$ cat config.mk
export PLATFORM = sky130hd
export DESIGN_NAME = fp_accum_seq
export DESIGN_NICKNAME = d
export VERILOG_FILES = /design/src/rtl/fp_pkg.sv /design/src/rtl/fp_accum_seq.sv
export SDC_FILE = /design/constraint.sdc
export NUM_CORES = 1
export LEC_CHECK = 0
export ABC_AREA = 1
export CAP_MARGIN = 20
export CORE_AREA = 2 2 97 99
export DETAILED_ROUTE_END_ITERATION = 7
export DIE_AREA = 0 0 99 101
export PLACE_DENSITY = 0.84
export SLEW_MARGIN = 20
export SYNTH_ARGS = -nofsm -noshare
export SYNTH_HDL_FRONTEND = slang
export SYNTH_SLANG_ARGS = --single-unit
$ cat constraint.sdc
create_clock -name clk -period 2 [get_ports clk]
set_clock_uncertainty 0.15 [all_clocks]
set_input_delay 0.3 -clock clk [delete_from_list [all_inputs] [get_ports clk]]
set_output_delay 0.3 -clock clk [all_outputs]
set_load 0.005 [all_outputs]
$ cat src/rtl/fp_pkg.sv
// Shared definitions for the single-precision accumulate sequencer.
package fp_pkg;

    localparam int unsigned FP_W  = 32;
    localparam int unsigned EXP_W = 8;
    localparam int unsigned MAN_W = 23;

    typedef enum logic [1:0] {
        S_FIRST,
        S_NEXT,
        S_ADD,
        S_DONE
    } state_t;

    // Negate an IEEE-754 single by flipping its sign bit.
    function automatic logic [FP_W-1:0] fp_neg(input logic [FP_W-1:0] x);
        return {~x[FP_W-1], x[FP_W-2:0]};
    endfunction

endpackage

$ cat src/rtl/fp_accum_seq.sv
// Sequencer that feeds an external combinational FP add/sub unit and reduces
// each valid/ready operand group to one sum, emitted on a valid/ready output.
module fp_accum_seq
    import fp_pkg::*;
#(
    parameter int unsigned MAX_LEN = 16,
    parameter int unsigned CNT_W   = $clog2(MAX_LEN + 1)
) (
    input  logic             clk,
    input  logic             rst_n,
    input  logic             clr,
    input  logic             in_valid,
    output logic             in_ready,
    input  logic [FP_W-1:0]  in_data,
    input  logic             in_sub,
    input  logic             in_last,
    output logic [FP_W-1:0]  add_a,
    output logic [FP_W-1:0]  add_b,
    output logic             add_f,
    input  logic [FP_W-1:0]  add_s,
    output logic             out_valid,
    input  logic             out_ready,
    output logic [FP_W-1:0]  out_data,
    output logic [CNT_W-1:0] out_count,
    output logic             out_trunc
);

    state_t           state_q;
    logic [FP_W-1:0]  acc_q;
    logic [FP_W-1:0]  opb_q;
    logic             opf_q;
    logic [CNT_W-1:0] cnt_q;
    logic             last_q;
    logic             trunc_q;
    logic             out_valid_q;

    logic [CNT_W-1:0] cnt_inc;
    logic             at_max;

    assign cnt_inc = cnt_q + 1'b1;
    assign at_max  = (cnt_inc == CNT_W'(MAX_LEN));

    // Operands are accepted only while waiting for the first or a further element.
    always_comb begin
        in_ready = 1'b0;
        if (state_q == S_FIRST || state_q == S_NEXT) begin
            in_ready = 1'b1;
        end
    end

    assign add_a     = acc_q;
    assign add_b     = opb_q;
    assign add_f     = opf_q;
    assign out_valid = out_valid_q;
    assign out_data  = acc_q;
    assign out_count = cnt_q;
    assign out_trunc = trunc_q;

    // Group FSM plus accumulator/operand registers; clr overrides every transition.
    always_ff @(posedge clk or negedge rst_n) begin
        if (!rst_n) begin
            state_q     <= S_FIRST;
            acc_q       <= '0;
            opb_q       <= '0;
            opf_q       <= 1'b0;
            cnt_q       <= '0;
            last_q      <= 1'b0;
            trunc_q     <= 1'b0;
            out_valid_q <= 1'b0;
        end else if (clr) begin
            state_q     <= S_FIRST;
            cnt_q       <= '0;
            trunc_q     <= 1'b0;
            out_valid_q <= 1'b0;
        end else begin
            case (state_q)
                S_FIRST: begin
                    if (in_valid) begin
                        // The adder has no zero operand, so the first element is loaded directly.
                        acc_q <= in_sub ? fp_neg(in_data) : in_data;
                        cnt_q <= CNT_W'(1);
                        if (in_last) begin
                            state_q     <= S_DONE;
                            out_valid_q <= 1'b1;
                        end else begin
                            state_q <= S_NEXT;
                        end
                    end
                end
                S_NEXT: begin
                    if (in_valid) begin
                        opb_q   <= in_data;
                        opf_q   <= in_sub;
                        cnt_q   <= cnt_inc;
                        last_q  <= in_last || at_max;
                        trunc_q <= !in_last && at_max;
                        state_q <= S_ADD;
                    end
                end
                S_ADD: begin
                    acc_q <= add_s;
                    if (last_q) begin
                        state_q     <= S_DONE;
                        out_valid_q <= 1'b1;
                    end else begin
                        state_q <= S_NEXT;
                    end
                end
                S_DONE: begin
                    if (out_ready) begin
                        cnt_q       <= '0;
                        trunc_q     <= 1'b0;
                        out_valid_q <= 1'b0;
                        state_q     <= S_FIRST;
                    end
                end
                default: begin
                    state_q <= S_FIRST;
                end
            endcase
        end
    end

endmodule

==> results of run 1 <==
-- power by group --
part	switching, W	internal (W)
Sequential	0.000480	0.00216
Combinational	0.00112	0.00196
Clock	0.000540	0.000687
-- registers in the layout, summed over array words and instances (netlist names) --
signal	count
out_valid	1
state_q	2
add_a	32
last_q	1
out_count	5
add_f	1
out_trunc	1
add_b	32
-- repair_timing --
item | in CTS | in global routing
hold buffers | 1 | 0
endpoints found under the hold margin | 36 | 0
gates resized for setup | 0 | 0
-- worst min path at each step --
stage	startpoint	to	slack, ns	depth (start not counted)
floorplan	rst_n	add_a[0]	-0.15	0
global placement	rst_n	add_b[21]	0.14	1
detailed placement	rst_n	add_b[25]	0.14	1
CTS	rst_n	add_b[29]	0.31	2
global route	add_b[15]	add_b[15]	0.34	2
finish	rst_n	add_b[29]	0.30	2
-- area by class of cell --
cell class                 instances  area (µm²)
inverter                          20       76.32
fill                             765        3533
tap                              111       138.9
multi-input combinational        294        1289
timing repair buffer             186        1859
clock buffer                       9       123.9
clock inverter                     5       80.08
sequential                        75        1877
-- metrics by stage --
stage,std cells,hold WS [ns],power [W]
floorplan,439,-0.1456,0.003860
global placement,685,0.1434,0.005672
detailed placement,685,0.1437,0.005778
CTS,700,0.3066,0.007026
global route,700,0.3441,0.007416
finish,700,0.2983,0.006951
-- logic make-up after synthesis --
logic type | count (synthesis) | synth area share [%]
simple gates | 214 | 24.25
compound gates | 78 | 10.94
fa+ha+maj | 2 | 0.6968
flops | 75 | 52.26
buf+inv | 70 | 11.85
-- worst max-delay path: stages (launching register included) --
cell	delay, ns
sky130_fd_sc_hd__dfrtp_1	0.50
sky130_fd_sc_hd__inv_2	0.13
sky130_fd_sc_hd__clkdlybuf4s50_1	0.51
-- routing by layer --
metal	vias to the layer above	GRT usage, %
li1	1651	-
met1	1639	26.67
met4	0	7.165
met5	-	0
met3	12	3.675
met2	103	34.20
-- placed cells by master (no fill, tap or decap) --
master / synthesis / routed
sky130_fd_sc_hd__a211oi_1: 1 / 1
sky130_fd_sc_hd__a21oi_1: 4 / 4
sky130_fd_sc_hd__buf_12: 0 / 2
sky130_fd_sc_hd__buf_4: 32 / 9
sky130_fd_sc_hd__bufinv_16: 0 / 2
sky130_fd_sc_hd__clkbuf_8: 0 / 9
sky130_fd_sc_hd__clkdlybuf4s50_1: 0 / 174
sky130_fd_sc_hd__clkinv_2: 1 / 2
sky130_fd_sc_hd__clkinvlp_4: 0 / 2
sky130_fd_sc_hd__dfrtp_1: 75 / 75
sky130_fd_sc_hd__dlygate4sd3_1: 0 / 1
sky130_fd_sc_hd__ha_1: 2 / 2
sky130_fd_sc_hd__inv_1: 16 / 16
sky130_fd_sc_hd__inv_2: 3 / 3
sky130_fd_sc_hd__nand2_1: 156 / 156
sky130_fd_sc_hd__nand3_1: 6 / 6
sky130_fd_sc_hd__nand3_2: 1 / 1
sky130_fd_sc_hd__nand3_4: 1 / 1
sky130_fd_sc_hd__nand4_1: 2 / 2
sky130_fd_sc_hd__nor2_1: 42 / 42
sky130_fd_sc_hd__nor2_2: 2 / 2
sky130_fd_sc_hd__nor2_4: 4 / 4
sky130_fd_sc_hd__o21ai_0: 30 / 30
sky130_fd_sc_hd__o21ai_1: 43 / 43
==> key figures, run 1 <==
Timing
  – Number of pins exceeding their max-slew limit in the final report: 0
  – Actual slew at the worst max-slew pin: between 0.5 and 0.6 ns
  – Worst slew margin relative to its limit: 63.64%
  – Final setup vio count: 0
  – Highest clock rate: 518.3 MHz
  – Setup repair after global routing missed its margin: no
  – Final Hold Vio Count: 0
  – Setup TNS: 0 ns
  – Final period utilization: a little over nine tenths
  – Worst setup margin: slightly above 0.07 ns
  – Min Clock Period, post-route: 1.929 ns

Synth
  – Synthesis Warnings: 0
  – Most numerous cell types in the synthesized netlist: sky130_fd_sc_hd__nand2_1, sky130_fd_sc_hd__dfrtp_1, sky130_fd_sc_hd__o21ai_1
  – Library cell with the highest instance count after synthesis: sky130_fd_sc_hd__nand2_1
  – Avg Synthesized Cell Area: 8.180 µm²
  – Cell area after synthesis: 3591 µm²
  – Area share of the largest cell type after synthesis: 52.26%
  – Library cell occupying the most area in the post-synthesis netlist: sky130_fd_sc_hd__dfrtp_1
  – Number of instances in the synthesized netlist: 439
  – Sequential fraction of the synthesis area: a little over half
  – Leading post-synthesis cells by cell area: sky130_fd_sc_hd__dfrtp_1, sky130_fd_sc_hd__nand2_1, sky130_fd_sc_hd__buf_4
  – Count of unique library cells instantiated by Yosys: 21
  – Leading register cell type out of synthesis: sky130_fd_sc_hd__dfrtp_1
  – Number of flops mapped to enable cells by yosys: 0
  – Number of nets produced by synthesis: between 500 and 600
  – Post-synth ARST share: between 90% and 100%
  – Number of storage elements in the synthesis netlist: 75

Floorplan
  – Number of I/O pins: 176
  – Number of standard-cell rows in the floorplan: 35
  – Initial core utilization: around 40%
  – Height of the die: between 100 and 150 µm
  – Area of the die: 9999 µm²
  – Overall die width: 99 µm
  – Core outline area: between 8000 and 9000 µm²

Finish
  – ANT cells: 0
  – Post-layout net count: about 660
  – Area growth syn-to-layout: 51.60%
  – Finished Cell Area: about 5400 µm²
  – Proportion of layout cells with a drive suffix above 1: around 6.3%
  – Share of the core filled with cells in the final layout: between 60 and 70%

Setup path
  – Setup Crit Path Kind: reg2out
  – Timing endpoint of the critical path: in_ready
  – Maximum net fanout on the critical path: 7
  – Startpoint kind of the worst setup timing path: flop
  – RR Endpoint: add_a[29]
  – Arrival time of data at the critical path endpoint: between 1 and 1.5 ns
  – Reg-to-Reg Start: state_q[1]
  – Setup slack of the most critical reg-to-reg path: 0.34 ns
  – Critical path endpoint category: output pin
  – Start point of the critical path: state_q[1]
  – Number of cells on the worst reg-to-reg path: 5
  – Data required time of the worst path: 1.55 ns

Route
  – DR WL met2: 5.135 mm
  – Detailed-route vias per instance: about 5
  – Post-detailed-route wirelength per cell: ~15 µm
  – Detailed-routing wirelength on met1: roughly 4.4 mm
  – Vias after detailed routing: around 3400
  – Drt initial violations: 133
  – Uppermost signal routing layer after detailed routing: met4
  – Number of antenna-violating nets in the routed design: 0
  – Drt pass-1 iters: 4
  – Remaining design rule violation count: 0
  – Wire length reported by the detailed router: 10.22 mm
  – Length of routed met3 wiring: 522 µm

Min path
  – Min-delay worst type: in2async

GRT
  – Total gr overflow: 0
  – First-pass GRT wire length: 16.42 mm
  – Pin count of the biggest net entering global routing: 40
  – Via count of the first global-routing pass: 3354
  – Total GRT Usage: 20.40%
  – Initial antenna violation count: 0

Clock tree
  – Clk sinks: 75
  – TritonCTS buffer count: 9
  – Worst-path clk slew: about 0.080 ns
  – Number of levels in the clock H-tree: 3
  – Clock tree buffer depth: 2
  – Insertion delay to the later sink of the worst-skew pair: 0.34 ns
  – Buffers inserted during post-CTS setup optimization: 0
  – Root buffer selected by CTS: sky130_fd_sc_hd__clkbuf_8
  – CTS tree: done

Power
  – Leakage component of the power: 2.488 nW
  – VDD IR-drop max: 0.7759 mV
  – Power per standard cell area: ~1300 nW/µm²

Status
  – Run status: finished clean

Place
  – Worst setup slack before clock tree synthesis: -0.003656 ns
  – Cell Area, Placed: about 5200 µm²
  – GPL Wtd Cong: 0.8677
  – Count of input and output buffers: 175
  – Placed wire-length estimate after detailed placement: between 7 and 8 mm

Job
  – Maximum capacitance violations: 0
No activity file was read; power rests on OpenSTA's default activity.
==> run 2: changes to the inputs <==
--- a/config.mk
+++ b/config.mk
@@ -11,6 +11,7 @@
 export DETAILED_ROUTE_END_ITERATION = 7
 export DIE_AREA = 0 0 99 101
 export PLACE_DENSITY = 0.84
+export SKIP_LAST_GASP = 1
 export SLEW_MARGIN = 20
 export SYNTH_ARGS = -nofsm -noshare
 export SYNTH_HDL_FRONTEND = slang
==> results of run 2 <==
Final layout, timing and power as in run 1 (identical DEF).
==> run 3: changes to the inputs <==
--- a/config.mk
+++ b/config.mk
@@ -6,7 +6,7 @@
 export NUM_CORES = 1
 export LEC_CHECK = 0
 export ABC_AREA = 1
-export CAP_MARGIN = 20
+export CAP_MARGIN = 5
 export CORE_AREA = 2 2 97 99
 export DETAILED_ROUTE_END_ITERATION = 7
 export DIE_AREA = 0 0 99 101
==> results of run 3 <==
Final layout, timing and power as in run 1 (identical DEF).
